===== config.mk =====
export PLATFORM = sky130hd
export DESIGN_NAME = mem_port_arbiter
export DESIGN_NICKNAME = d
export VERILOG_FILES = /design/src/rtl/mem_port_arbiter.sv
export SDC_FILE = /design/constraint.sdc
export NUM_CORES = 1
export LEC_CHECK = 0
export CAP_MARGIN = 20
export CORE_AREA = 2 2 89 70
export DETAILED_ROUTE_END_ITERATION = 16
export DIE_AREA = 0 0 91 72
export PLACE_DENSITY = 0.77
export SETUP_SLACK_MARGIN = 0.3
export SLEW_MARGIN = 20
export SYNTH_ARGS = -nofsm -noshare
export SYNTH_HDL_FRONTEND = slang
export SYNTH_SLANG_ARGS = --single-unit
export TNS_END_PERCENT = 30

===== constraint.sdc =====
create_clock -name clk -period 2.8 [get_ports clk]
set_input_delay 0.84 -clock clk [delete_from_list [all_inputs] [get_ports clk]]
set_output_delay 0.84 -clock clk [all_outputs]
set_load 0.02 [all_outputs]

===== src/rtl/mem_port_arbiter.sv =====
// Shares one synchronous single-port memory between the instruction-fetch (IF) and load/store (LS) ports.
// LS has fixed priority; IF is forced through after MAX_WAIT consecutive denied cycles.
module mem_port_arbiter #(
  parameter int A_WIDTH  = 8,
  parameter int D_WIDTH  = 32,
  parameter int MAX_WAIT = 4
) (
  input  logic                 clk,
  input  logic                 rst,
  input  logic                 if_req,
  input  logic [A_WIDTH-1:0]   if_addr,
  output logic                 if_gnt,
  output logic                 if_valid,
  output logic [D_WIDTH-1:0]   if_rdata,
  input  logic                 ls_req,
  input  logic                 ls_we,
  input  logic [D_WIDTH/8-1:0] ls_wstrb,
  input  logic [A_WIDTH-1:0]   ls_addr,
  input  logic [D_WIDTH-1:0]   ls_wdata,
  output logic                 ls_gnt,
  output logic                 ls_valid,
  output logic [D_WIDTH-1:0]   ls_rdata,
  output logic                 stall_if,
  output logic                 stall_ls,
  output logic                 mem_cs,
  output logic                 mem_we,
  output logic [D_WIDTH/8-1:0] mem_wstrb,
  output logic [A_WIDTH-1:0]   mem_addr,
  output logic [D_WIDTH-1:0]   mem_wdata,
  input  logic [D_WIDTH-1:0]   mem_rdata
);

  localparam int         S_WIDTH    = D_WIDTH / 8;
  localparam logic [3:0] MAX_WAIT_C = 4'(MAX_WAIT);

  typedef enum logic [1:0] {
    RESP_NONE  = 2'd0,
    RESP_IF    = 2'd1,
    RESP_LS_RD = 2'd2,
    RESP_LS_WR = 2'd3
  } resp_e;

  resp_e      resp_src_r;
  resp_e      resp_src_next_s;
  logic [3:0] wait_cnt_r;
  logic [3:0] wait_cnt_next_s;
  logic       force_if_s;
  logic       if_win_s;
  logic       ls_win_s;

  // Winner selection; no grant is issued while reset is asserted
  always_comb begin
    force_if_s = (wait_cnt_r == MAX_WAIT_C);
    if_win_s   = 1'b0;
    ls_win_s   = 1'b0;
    if (rst) begin
      if_win_s = 1'b0;
      ls_win_s = 1'b0;
    end else if (ls_req && !(force_if_s && if_req)) begin
      ls_win_s = 1'b1;
    end else if (if_req) begin
      if_win_s = 1'b1;
    end else begin
      ls_win_s = 1'b0;
    end
  end

  // Handshake outputs and memory-side mux driven by the winner
  always_comb begin
    if_gnt    = if_win_s;
    ls_gnt    = ls_win_s;
    stall_if  = if_req && !if_win_s && !rst;
    stall_ls  = ls_req && !ls_win_s && !rst;
    mem_cs    = 1'b0;
    mem_we    = 1'b0;
    mem_wstrb = {S_WIDTH{1'b0}};
    mem_addr  = {A_WIDTH{1'b0}};
    mem_wdata = {D_WIDTH{1'b0}};
    if (ls_win_s) begin
      mem_cs    = 1'b1;
      mem_we    = ls_we;
      mem_wstrb = ls_we ? ls_wstrb : {S_WIDTH{1'b0}};
      mem_addr  = ls_addr;
      mem_wdata = ls_wdata;
    end else if (if_win_s) begin
      mem_cs   = 1'b1;
      mem_addr = if_addr;
    end else begin
      mem_cs = 1'b0;
    end
  end

  // Next response source and starvation count (saturates at MAX_WAIT)
  always_comb begin
    resp_src_next_s = RESP_NONE;
    wait_cnt_next_s = 4'd0;
    if (ls_win_s) begin
      resp_src_next_s = ls_we ? RESP_LS_WR : RESP_LS_RD;
    end else if (if_win_s) begin
      resp_src_next_s = RESP_IF;
    end else begin
      resp_src_next_s = RESP_NONE;
    end
    if (if_req && !if_win_s) begin
      wait_cnt_next_s = (wait_cnt_r == MAX_WAIT_C) ? wait_cnt_r : wait_cnt_r + 4'd1;
    end else begin
      wait_cnt_next_s = 4'd0;
    end
  end

  // State registers; reset drops any in-flight response
  always_ff @(posedge clk or posedge rst) begin
    if (rst) begin
      resp_src_r <= RESP_NONE;
      wait_cnt_r <= 4'd0;
    end else begin
      resp_src_r <= resp_src_next_s;
      wait_cnt_r <= wait_cnt_next_s;
    end
  end

  // Steer returning memory data to the port that was granted last cycle
  always_comb begin
    if_valid = 1'b0;
    if_rdata = {D_WIDTH{1'b0}};
    ls_valid = 1'b0;
    ls_rdata = {D_WIDTH{1'b0}};
    case (resp_src_r)
      RESP_IF: begin
        if_valid = 1'b1;
        if_rdata = mem_rdata;
      end
      RESP_LS_RD: begin
        ls_valid = 1'b1;
        ls_rdata = mem_rdata;
      end
      RESP_LS_WR: begin
        ls_valid = 1'b1;
      end
      default: begin
        if_valid = 1'b0;
        ls_valid = 1'b0;
      end
    endcase
  end

endmodule

==> results <==
[synthesized netlist by cell type]
master,number
a21boi_0,1
a21o_1,1
a21oi_1,1
a21oi_2,2
a22o_1,8
a2bb2oi_1,1
and2_1,97
and3_1,4
and3b_1,1
buf_2,3
buf_4,2
buf_6,3
clkbuf_1,7
dfrtp_1,6
ha_1,2
inv_1,3
mux2i_1,1
nand2_1,1
nand2b_1,2
nand3_1,3
nand3b_1,1
nor2_1,5
nor2b_1,2
nor3b_1,1
o2111ai_1,1
o211ai_1,1
o21ai_0,2
xnor2_1,1
[metrics by stage]
| step | hold WS [ns] | total power, mW | setup slack (ns) | TNS [ns] |
|---|---|---|---|---|
| after global placement | 0.549 | 0.638 | -0.614 | -32.08 |
| after detailed placement | 0.580 | 0.643 | -0.645 | -33.48 |
| final | 0.577 | 0.787 | 0.0884 | 0 |
| after floorplan | 0.519 | 0.327 | 0.254 | 0 |
| after global routing | 0.607 | 0.839 | 0.0467 | 0 |
| after CTS | 0.586 | 0.792 | 0.0806 | 0 |
[power groups by stage]
stage               clock network [mW]  logic (mW)  registers [mW]
floorplan                            0       0.229          0.0986
global placement                     0       0.540          0.0977
detailed placement                   0       0.545          0.0979
CTS                              0.135       0.560          0.0974
global route                     0.142       0.600          0.0981
finish                           0.129       0.561          0.0974
[layer usage]
metal	GRT usage	up-vias	wire, µm
met5	0	-	0
met4	0.0387	0	57
met3	0.0395	6	448
met2	0.346	96	3330
met1	0.233	843	2570
li1	-	970	-
[worst register-to-register path, stage by stage, from the launching register on]
cell and delay (ns):
dfrtp_1 0.35, inv_2 0.06, ha_4 0.15, buf_4 0.12, buf_4 0.12, nand3b_1 0.15
buf_4 0.15, o211ai_1 0.08, a21boi_0 0.20
[cells by family (layout without fill, tap and decap cells)]
kind of cell / count (synthesis) / after routing
and+or+nand+nor: 117 / 117
AOI/OAI and AO/OA: 18 / 18
buffers and inverters: 18 / 241
DFF: 6 / 6
adders and majority gates: 2 / 2
xor gates and xnor gates: 1 / 1
muxes: 1 / 1
[path summary, 6_finish.rpt]
| kind | to | slack [ns] | depth (start not counted) |
|---|---|---|---|
| worst max-delay path | mem_wstrb[0] | 0.09 | 8 |
| worst min-delay path | wait_cnt_r[3]$_DFFE_PP0P_ | 0.58 | 2 |
| worst max register to register | wait_cnt_r[0]$_DFFE_PP0P_ | 1.33 | 8 |
| worst min register to register | wait_cnt_r[3]$_DFFE_PP0P_ | 0.58 | 2 |
| max in group asynchronous | resp_src_r[0]$_DFF_PP0_ | 1.80 | 4 |
| min in group asynchronous | wait_cnt_r[3]$_DFFE_PP0P_ | 0.80 | 4 |
[sequential cells by signal, indices dropped and copies added, names as in the netlist]
signal and flops:
resp_src_r 2, wait_cnt_r 4
[what timing repair did]
action	CTS	global route
pin swaps	8	3
cloned	4	0
resized for setup	324	7
endpoints found under the setup margin	114	115
setup buffers	7	1
[area by class of cell]
cell class | count | area, µm²
Timing Repair Buffer | 235 | 2320
Sequential cell | 6 | 150
Inverter | 3 | 11.3
Fill cell | 523 | 1940
Multi-Input combinational cell | 139 | 1080
Tap cell | 78 | 97.6
Clock buffer | 3 | 41.3
[cell usage in the layout, fill, tap and decap left out, types with 2 or more instances in the layout]
| cell | count |
|---|---|
| buf_4 | 36 |
| a21oi_4 | 2 |
| clkbuf_8 | 3 |
| clkdlybuf4s50_1 | 87 |
| and3_4 | 4 |
| dlygate4sd2_1 | 68 |
| inv_2 | 2 |
| clkdlybuf4s15_2 | 10 |
| o21ai_0 | 2 |
| and2_4 | 8 |
| nor2_1 | 5 |
| and2_1 | 64 |
| a22o_4 | 8 |
| buf_12 | 4 |
| nor2b_1 | 2 |
| dfrtp_1 | 6 |
| buf_16 | 4 |
| nand3_1 | 3 |
| and2_2 | 25 |
| buf_2 | 2 |
| buf_6 | 24 |
==> results.sh <==
export IMPL_outcome="finished clean"
export IMPL_cp_required_ns=1.96
export IMPL_critPathMaxStageDelay_ns=0.17
export IMPL_num_antenna_cells=0
export IMPL_dr_pass1_iters=4
export IMPL_worstHoldStart="wait_cnt_r[3]$_DFFE_PP0P_"
export IMPL_synth_compound_area_frac=0.123
export IMPL_grt_pass1_vias=1920
export IMPL_gr_total_overflow=0
export IMPL_syn_nets=254
export IMPL_fin_crit_sh=0.968
export IMPL_yosys_mux_area_fraction=0.00866
export IMPL_worst_setup_path_type="in2out"
export IMPL_hold_class="reg2reg"
export IMPL_die_h_um=72
export IMPL_post_drt_wl_per_cell_um=13.8
export IMPL_grt_pass1_wl_um=10100
export IMPL_layout_min_cycle_time_ns=2.71
export IMPL_core_area_um2=5650
export IMPL_numClockSinks=6
export IMPL_hold_buffers=0
export IMPL_clock_skew_ns=0.000671
export IMPL_crit_family="buffers and inverters"
export IMPL_synth_adder_area_share=0.0216
export IMPL_drtIter0Drc=42
export IMPL_syn_area_per_cell_um2=7.09
export IMPL_p_switching_mw=0.277
export IMPL_endpoint_kind="output port"
export IMPL_crit_buf_inv=5
export IMPL_power_leakage_nw=1.92
export IMPL_grt_usage=0.189
export IMPL_cts_buffers=3
export IMPL_relSlewSlack=0.834
export IMPL_ys_seq_area_frac=0.130
export IMPL_netlist_top_cells_area="and2_1 52%, dfrtp_1 13%, a22o_1 6.1%"
export IMPL_p_int_mw=0.510
export IMPL_rows=24
export IMPL_synth_top_cell_area_share=0.525
export IMPL_power_per_cell_area_nw_per_um2=213
export IMPL_drv_cap=0
export IMPL_swShare=0.352
export IMPL_synthDistinctLibCells=28
export IMPL_combPwrFrac=0.713
export IMPL_gp_congestion=0.740
export IMPL_cts_max_level=1
export IMPL_syn_inst=163
export IMPL_yosysTopAreaCell="and2_1"
export IMPL_postLayoutCellArea_um2=3700
export IMPL_cts_root_buf="clkbuf_8"
export IMPL_ant_nets=0
export IMPL_syn_to_final_growth_pct=220
export IMPL_antenna_found_initial=0
export IMPL_drc=0
export IMPL_setup_viol=0
export IMPL_detail_route_vias_per_cell=4.13
export IMPL_initial_core_util=0.205
export IMPL_pwr_share_seq=0.124
export IMPL_cts_tree="built"
export IMPL_p_clk_frac=0.163
export IMPL_dpl_cell_count=449
export IMPL_reg2reg_from="wait_cnt_r[0]$_DFFE_PP0P_"
export IMPL_drive_gt1_frac=0.350
export IMPL_tightestPinTransition_ns=0.249
export IMPL_die_x_um=91
export IMPL_utilization=0.656
export IMPL_critPathMaxFanout=5
export IMPL_crit_start="rst"
export IMPL_final_hold_violation_count=0
export IMPL_ys_seq_elements=6
export IMPL_io_pins=205
export IMPL_crit_path_start_kind="input pin"
export IMPL_cpMaxStageDelayCell="and3_4"
export IMPL_slew_violations=0
export IMPL_yosysWarnings=0
export IMPL_grt_setup_unrepaired="true"
export IMPL_netlist_area_um2=1160
export IMPL_crit_chain="buf_6 > nand2b_4 > a21oi_4 > buf_12 > buf_4 > buf_12 > and3_4 > buf_6"
export IMPL_max_clock_freq_mhz=369
export IMPL_die_area_um2=6550
export IMPL_dpl_hpwl_um=4990
export IMPL_clkTransAtPathRegs_ns=0.04
export IMPL_cts_buffer_depth=2
export IMPL_grt_max_degree=34
export IMPL_vdd_ir_drop_max_mv=0.147
export IMPL_wirelength_um=6410
export IMPL_synth_xor_area_frac=0.00758
export IMPL_vias=1915
export IMPL_synth_top_family_by_area="simple AND/OR/NAND/NOR gates"
export IMPL_io_buffers=204
export IMPL_finalNetCount=479
export IMPL_instances_no_fill=464
export IMPL_placed_area_um2=3530
export IMPL_arrival_ns=1.87
export IMPL_synth_simple_area_share=0.621
export IMPL_worstSkewPairLatency_ns=0.22
Note: power is estimated with default switching activity, not from simulation.
